## src/rtl/lap_ctrl.sv

```systemverilog
// Stopwatch lap-memory controller: debounces three buttons and sequences the
// counter and lap memory through IDLE / RUN / STOP / VIEW.
module lap_ctrl #(
  parameter int DEPTH     = 8,
  parameter int AW        = 3,
  parameter int DB_CYCLES = 500000
) (
  input  logic          clk,
  input  logic          rst,
  input  logic          btn_ss,
  input  logic          btn_lap,
  input  logic          btn_view,
  output logic          cnt_en,
  output logic          cnt_clr,
  output logic          mem_we,
  output logic [AW-1:0] mem_waddr,
  output logic [AW-1:0] mem_raddr,
  output logic          disp_sel,
  output logic [AW:0]   lap_count,
  output logic          full,
  output logic [1:0]    state
);

  localparam int CW = $clog2(DB_CYCLES + 1);
  localparam logic [CW-1:0] DB_MAX   = CW'(DB_CYCLES - 1);
  localparam logic [AW:0]   LAP_FULL = (AW+1)'(DEPTH);
  localparam logic [AW:0]   LAP_ONE  = (AW+1)'(1);

  localparam logic [1:0] S_IDLE = 2'b00;
  localparam logic [1:0] S_RUN  = 2'b01;
  localparam logic [1:0] S_STOP = 2'b10;
  localparam logic [1:0] S_VIEW = 2'b11;

  logic [2:0]    raw;
  logic [2:0]    level;
  logic [2:0]    flip;
  logic [2:0]    rise;
  logic [CW-1:0] db_cnt [3];
  logic          ev_ss, ev_lap, ev_view;

  logic [1:0]    state_n;
  logic          we_n, clr_n;
  logic [AW-1:0] waddr_n, raddr_n;
  logic [AW:0]   count_n;

  assign raw = {btn_view, btn_lap, btn_ss};

  // The event fires in the cycle before the accepted level flips, so the FSM
  // reacts on the same edge that the debounced level changes.
  always_comb begin
    flip = '0;
    for (int unsigned i = 0; i < 3; i++)
      flip[i] = (raw[i] != level[i]) && (db_cnt[i] == DB_MAX);
  end

  assign rise    = flip & raw;
  assign ev_ss   = rise[0];
  assign ev_lap  = rise[1] & ~rise[0];
  assign ev_view = rise[2] & ~rise[1] & ~rise[0];

  always_ff @(posedge clk) begin
    if (rst) begin
      level <= '0;
      for (int unsigned i = 0; i < 3; i++) db_cnt[i] <= '0;
    end else begin
      for (int unsigned i = 0; i < 3; i++) begin
        if (raw[i] == level[i]) begin
          db_cnt[i] <= '0;
        end else if (flip[i]) begin
          db_cnt[i] <= '0;
          level[i]  <= raw[i];
        end else begin
          db_cnt[i] <= db_cnt[i] + CW'(1);
        end
      end
    end
  end

  assign full = (lap_count == LAP_FULL);

  always_comb begin
    state_n = state;
    we_n    = 1'b0;
    clr_n   = 1'b0;
    waddr_n = mem_waddr;
    raddr_n = mem_raddr;
    count_n = lap_count;
    case (state)
      S_IDLE: begin
        if (ev_ss) state_n = S_RUN;
      end
      S_RUN: begin
        if (ev_ss) begin
          state_n = S_STOP;
        end else if (ev_lap && !full) begin
          we_n    = 1'b1;
          waddr_n = lap_count[AW-1:0];
          count_n = lap_count + LAP_ONE;
        end
      end
      S_STOP: begin
        if (ev_ss) begin
          state_n = S_RUN;
        end else if (ev_lap) begin
          clr_n   = 1'b1;
          count_n = '0;
          raddr_n = '0;
          state_n = S_IDLE;
        end else if (ev_view && lap_count != '0) begin
          raddr_n = '0;
          state_n = S_VIEW;
        end
      end
      default: begin
        if (ev_lap) begin
          if ({1'b0, mem_raddr} == lap_count - LAP_ONE) raddr_n = '0;
          else                                           raddr_n = mem_raddr + AW'(1);
        end else if (ev_view) begin
          raddr_n = '0;
          state_n = S_STOP;
        end
      end
    endcase
  end

  always_ff @(posedge clk) begin
    if (rst) begin
      state     <= S_IDLE;
      cnt_en    <= 1'b0;
      cnt_clr   <= 1'b0;
      mem_we    <= 1'b0;
      mem_waddr <= '0;
      mem_raddr <= '0;
      disp_sel  <= 1'b0;
      lap_count <= '0;
    end else begin
      state     <= state_n;
      cnt_en    <= (state_n == S_RUN);
      cnt_clr   <= clr_n;
      mem_we    <= we_n;
      mem_waddr <= waddr_n;
      mem_raddr <= raddr_n;
      disp_sel  <= (state_n == S_VIEW);
      lap_count <= count_n;
    end
  end

endmodule
```

## config.mk

```make
export PLATFORM = sky130hd
export DESIGN_NAME = lap_ctrl
export DESIGN_NICKNAME = d
export VERILOG_FILES = /design/src/rtl/lap_ctrl.sv
export SDC_FILE = /design/constraint.sdc
export NUM_CORES = 1
export LEC_CHECK = 0
export CAP_MARGIN = 20
export CELL_PAD_IN_SITES_DETAIL_PLACEMENT = 0
export CELL_PAD_IN_SITES_GLOBAL_PLACEMENT = 2
export CORE_UTILIZATION = 40
export CTS_BUF_LIST = sky130_fd_sc_hd__clkbuf_8 sky130_fd_sc_hd__clkbuf_16
export DETAILED_ROUTE_END_ITERATION = 7
export PLACE_DENSITY_LB_ADDON = 0.1
export SETUP_SLACK_MARGIN = 0.5
export SLEW_MARGIN = 10
export SYNTH_ARGS = -nofsm -noshare
export SYNTH_HDL_FRONTEND = slang
export SYNTH_SLANG_ARGS = --single-unit
```

## constraint.sdc

```tcl
create_clock -name clk -period 2.75 [get_ports clk]
set_input_delay 0.275 -clock clk [delete_from_list [all_inputs] [get_ports clk]]
set_output_delay 0.275 -clock clk [all_outputs]
set_load 0.01 [all_outputs]
```

# Word-level counts from Yosys, hierarchy flattened
# Memories as Yosys holds them, arrays and structs flattened.
# Index checks and enable logic that the tools add are counted.
# Widths: inputs -> output; s select.
[word_totals] register_bits=19 ram_bits=57 inputBits=5 wordCells=144 memories=1
[mem_list] memory="db_cnt" depth=3 width=19 rd=3 rd_clocked_by_memory_dff=0 wr=3 line_no="38" source="logic [CW-1:0] db_cnt [3];"
[classes] addsub=6 n_eq_ne=20 muxes=66 n_bitwise=21 reduce_logical=19
[op_table] operator="$mux 19" n=9
[op_table] operator="$add 19x1->19 const B" n=3
[op_table] operator="$eq 19x19->1 const B" n=3
[op_table] operator="$mux 1" n=37
[op_table] operator="$mux 3" n=6
[op_table] operator="$mux 4" n=4
[op_table] operator="$mux 2" n=7
[op_table] operator="$or 1x1->1" n=9
[op_table] operator="$ne 2x2->1 const B" n=4
[op_table] operator="$not 1->1" n=8
[op_table] operator="$pmux 4 s2" n=1
[op_table] operator="$pmux 2 s3" n=1
[op_table] operator="$pmux 3 s2" n=1
[op_table] operator="$reduce_and 2->1" n=3
[op_table] operator="$reduce_or 3->1" n=2
[op_table] operator="$logic_and 1x1->1" n=5
[op_table] operator="$reduce_and 5->1" n=1
[op_table] operator="$add 4x1->4 const B" n=1
[op_table] operator="$eq 2x1->1 const B" n=2
[op_table] operator="$eq 2x2->1 const B" n=2
[op_table] operator="$eq 3x4->1" n=1
[op_table] operator="$eq 4x4->1 const B" n=1
[op_table] operator="$reduce_and 4->1" n=1
[op_table] operator="$reduce_bool 4->1" n=1
[op_table] operator="other kinds (13)" n=19

# Depth between registers and ports, before layout
[logic_depth] word_depth=12 ltp_mapped=8

# Least setup slack after synthesis
# No wires, ideal clock.
[synth_path] path_type="reg2reg" start="register lap_count[0]" end="register lap_count[0]" t_arrival_ps=1844 required_ps=2622 slack_ps=779 stages_incl_launch_ff=8 n_path_buf=0 period_less_slack_ps=1971 path_cell_list="dfxtp_1 -> inv_1 -> ha_1 -> and3b_1 -> o21ba_1 -> a2111oi_4 -> mux2_2 -> nor2_1"
[synth_via] elab_chain_len=5
[synth_rtl] element="from (decl)" line_no="19" source="output logic [AW:0] lap_count,"
[synth_rtl] element="from (signal assigned)" line_no="144" source="lap_count <= count_n;"
[synth_rtl] element="$eq 4x4->1" line_no="79" source="assign full = (lap_count == LAP_FULL);"
[synth_rtl] element="via full" line_no="20" source="output logic full,"
[synth_rtl] element="$logic_not 1->1" line_no="95" source="end else if (ev_lap && !full) begin"
[synth_rtl] element="$logic_and 1x1->1" line_no="95"
[synth_rtl] element="$ne 2x2->1 (no source line)"
[synth_rtl] element="$reduce_and 5->1 (no source line)"
# The timed path passes the listed nets, and every way through them passes these cells. The select of a mux whose other input is x is not followed.
# A chain may end at the register's enable or synchronous reset.

# Final worst setup path
[layout_path] start="register lap_count[1]" end="output port full"
[layout_via] elab_chain_len=1
[layout_rtl] element="$eq 4x4->1" line_no="79"
[layout_rtl] element="to (decl)" line_no="20"
# No other way between the ends.

==> flow_summary.ini <==
[sta]
setup_viol = 0
drv_slew = 0
hold_viol_final = 0
fin_crit_ns = 2.13
rsz0062_at_grt = true
relSlewSlack = 0.514
tightest_slew_ns = 0.722
period_share = 0.776
finClkSkew_ns = 0.00932
setup_tns_ns = 0
max_freq_ghz = 0.468

[die]
dieArea_mm2 = 0.0109
die_h_um = 105
fp-row-count = 37
die_w_um = 105
start_util = 0.410
core-area_mm2 = 0.0103
io_pins = 22

[job]
drv_cap = 0

[logic_synthesis]
synthArstFlopShare = 0
yosysWarnings = 0
synth_adder_area_share = 0.0178
synth_cell_type_count = 61
seq_area_frac_synth = 0.497
ys_top_cells_by_area = edfxtp_1 41%, dfxtp_1 9.0%, xor2_1 6.7%
yosysMostFrequentCell = nor2_1
synth_area_leader_cell = edfxtp_1
synth.area.mux_share = 0.0169
synth_common_cells = 72 x nor2_1, 57 x edfxtp_1, 32 x xor2_1
syn_inst = 394
postSynthAreaPerCell_um2 = 10.7
synth-simple-area-share = 0.264
synth_top_area_share = 0.406
synth-seq-cells = 76
synth_area_mm2 = 0.00421
synth_edf_count = 57
synth_xor_area_frac = 0.110
synth_compound_area_frac = 0.0707
synth_flop_cell = edfxtp_1
synth_top_family_by_area = simple AND/OR/NAND/NOR gates

[drt]
num_vias = 3002
final_antenna_net_count = 0
wl_mm = 7.93
firstDrtPassIters = 6
drc = 0
drt_iter0_markers = 122
wl_per_cell_um = 12.8
via_per_inst = 4.85

[setup_path]
cp.arrival_ns = 1.86
worstSetupStartpoint = lap_count[1]
end_kind = primary output
worst-path-max-fanout = 7
required_ns = 2.48
r2r_cells = 6
r2r_slack_ns = 0.68
critPathKind = register to primary output
r2r-end = db_cnt[0][13]
worstReg2RegStart = db_cnt[0][7]
crit_end = full
start_kind = register

[power]
p_leak_nw = 1.76
ir_worst_vdd_v = 0.000249
report.power.total_w = 0.00236
power_density_mw_per_mm2 = 471

[place]
dp_hpwl_mm = 5.70
port-buffer-count = 21
gp_congestion = 0.775
dpl_cell_area_mm2 = 0.00479

[cells_and_area]
fill_cells = 1013
synthToLayoutAreaGrowth_pct = 19.3
n_antenna_cell = 0
drive_gt1_frac = 0.0890
final_area_mm2 = 0.00502
fin_nets = 491

[clock_network]
cts_buffers = 9
clk_latency_ns = 0.35
clkTransAtPathRegs_ns = 0.07
clockBufferDepth = 2
cts_tree = done
postCtsHoldBufs = 0
root_buffer = clkbuf_8
cts_sinks = 76
htreeDepth = 3

[global_route]
grt_usage = 0.160
grt_overflow = 0
grt_first_pass_wirelength_mm = 14.0
grt_pass1_vias = 2854
grt_max_degree = 20
antenna_found_initial = 0

[outcome]
status = complete, no violations

[worst_hold_path]
hold_path_class = register to register
-- final cells by class --
type,instances,area [um^2],area share
clock inverter,5,71.3,0.0142
multi-input combinational,352,2260,0.450
timing repair buffer,26,248,0.0493
clock buffer,9,124,0.0247
sequential,76,2090,0.417
tap,136,170,0.0339
inverter,15,56.3,0.0112
-- registers in the layout (all words and copies together) (netlist names) --
register   count
cnt_en         1
level          3
mem_waddr      3
state          2
disp_sel       1
lap_count      4
db_cnt        57
mem_raddr      3
mem_we         1
cnt_clr        1
-- worst min-delay path by stage --
stage,end,slack [ns],cells past startpoint,from
final,level[1],0.50,2,level[1]
after global routing,mem_waddr[2],0.52,2,mem_waddr[2]
after CTS,level[1],0.50,2,level[1]
after detailed placement,mem_waddr[0],0.48,2,mem_waddr[0]
after global placement,mem_waddr[2],0.47,2,mem_waddr[2]
after floorplan,level[0],0.42,2,btn_ss
-- cells in the final DEF (no fill, tap or decap), types with 3 or more instances in the layout --
| master | n |
|---|---|
| clkdlybuf4s50_1 | 21 |
| ha_1 | 6 |
| or3_1 | 5 |
| and4_1 | 6 |
| and3_1 | 11 |
| a21oi_1 | 9 |
| nor3_1 | 7 |
| clkbuf_8 | 9 |
| inv_1 | 17 |
| nor2_1 | 72 |
| nand3b_1 | 3 |
| nor4b_2 | 3 |
| nor2b_1 | 5 |
| nor3_2 | 3 |
| xor2_1 | 32 |
| dfxtp_1 | 18 |
| nand2b_1 | 4 |
| nand2_1 | 17 |
| nand3_1 | 20 |
| mux2i_1 | 6 |
| o21ai_0 | 6 |
| edfxtp_1 | 57 |
| conb_1 | 57 |
| buf_4 | 5 |
| nand4_1 | 17 |
| xnor2_1 | 21 |
-- report_power, final --
| part | total (W) | internal [W] | switching [W] |
|---|---|---|---|
| sequential | 0.00134 | 0.00128 | 0.0000541 |
| clock | 0.000904 | 0.000492 | 0.000412 |
| combinational | 0.000123 | 0.0000525 | 0.0000707 |
-- worst max-delay path: stages (launching register included) --
cell and delay, ns:
dfxtp_1 0.48, inv_1 0.10, ha_1 0.22, and3b_1 0.22, clkdlybuf4s50_1 0.49
-- routing by layer --
layer  share of wire  global-route usage  vias up
li1                -                   -     1543
met1            0.52               0.223     1417
met2            0.44               0.245       33
met3           0.022              0.0262        9
met4           0.016              0.0755        0
met5               0                   0        -
-- stage by stage --
step,hold WS (ns),instances,setup slack [ns],utilization
2_1_floorplan,0.422,450,0.779,-
3_3_place_gp,0.474,604,0.634,0.466
3_5_place_dp,0.485,604,0.604,0.466
4_1_cts,0.500,618,0.556,0.485
5_1_grt,0.521,619,0.488,0.489
6_report,0.496,619,0.615,0.489
-- timing repair --
item	4_1_cts	5_1_grt
endpoints found under the setup margin	0	40
gates resized for setup	0	5
buffers inserted	0	1
-- kinds of logic (layout without fill, tap and decap cells) --
group	after synthesis	after routing
other cells	1	57
fa+ha+maj	6	6
mux	7	7
buf+inv	22	55
flops	76	76
xor+xnor	53	53
simple gates	195	195
compound gates	34	34
Note: power is estimated with default switching activity, not from simulation.
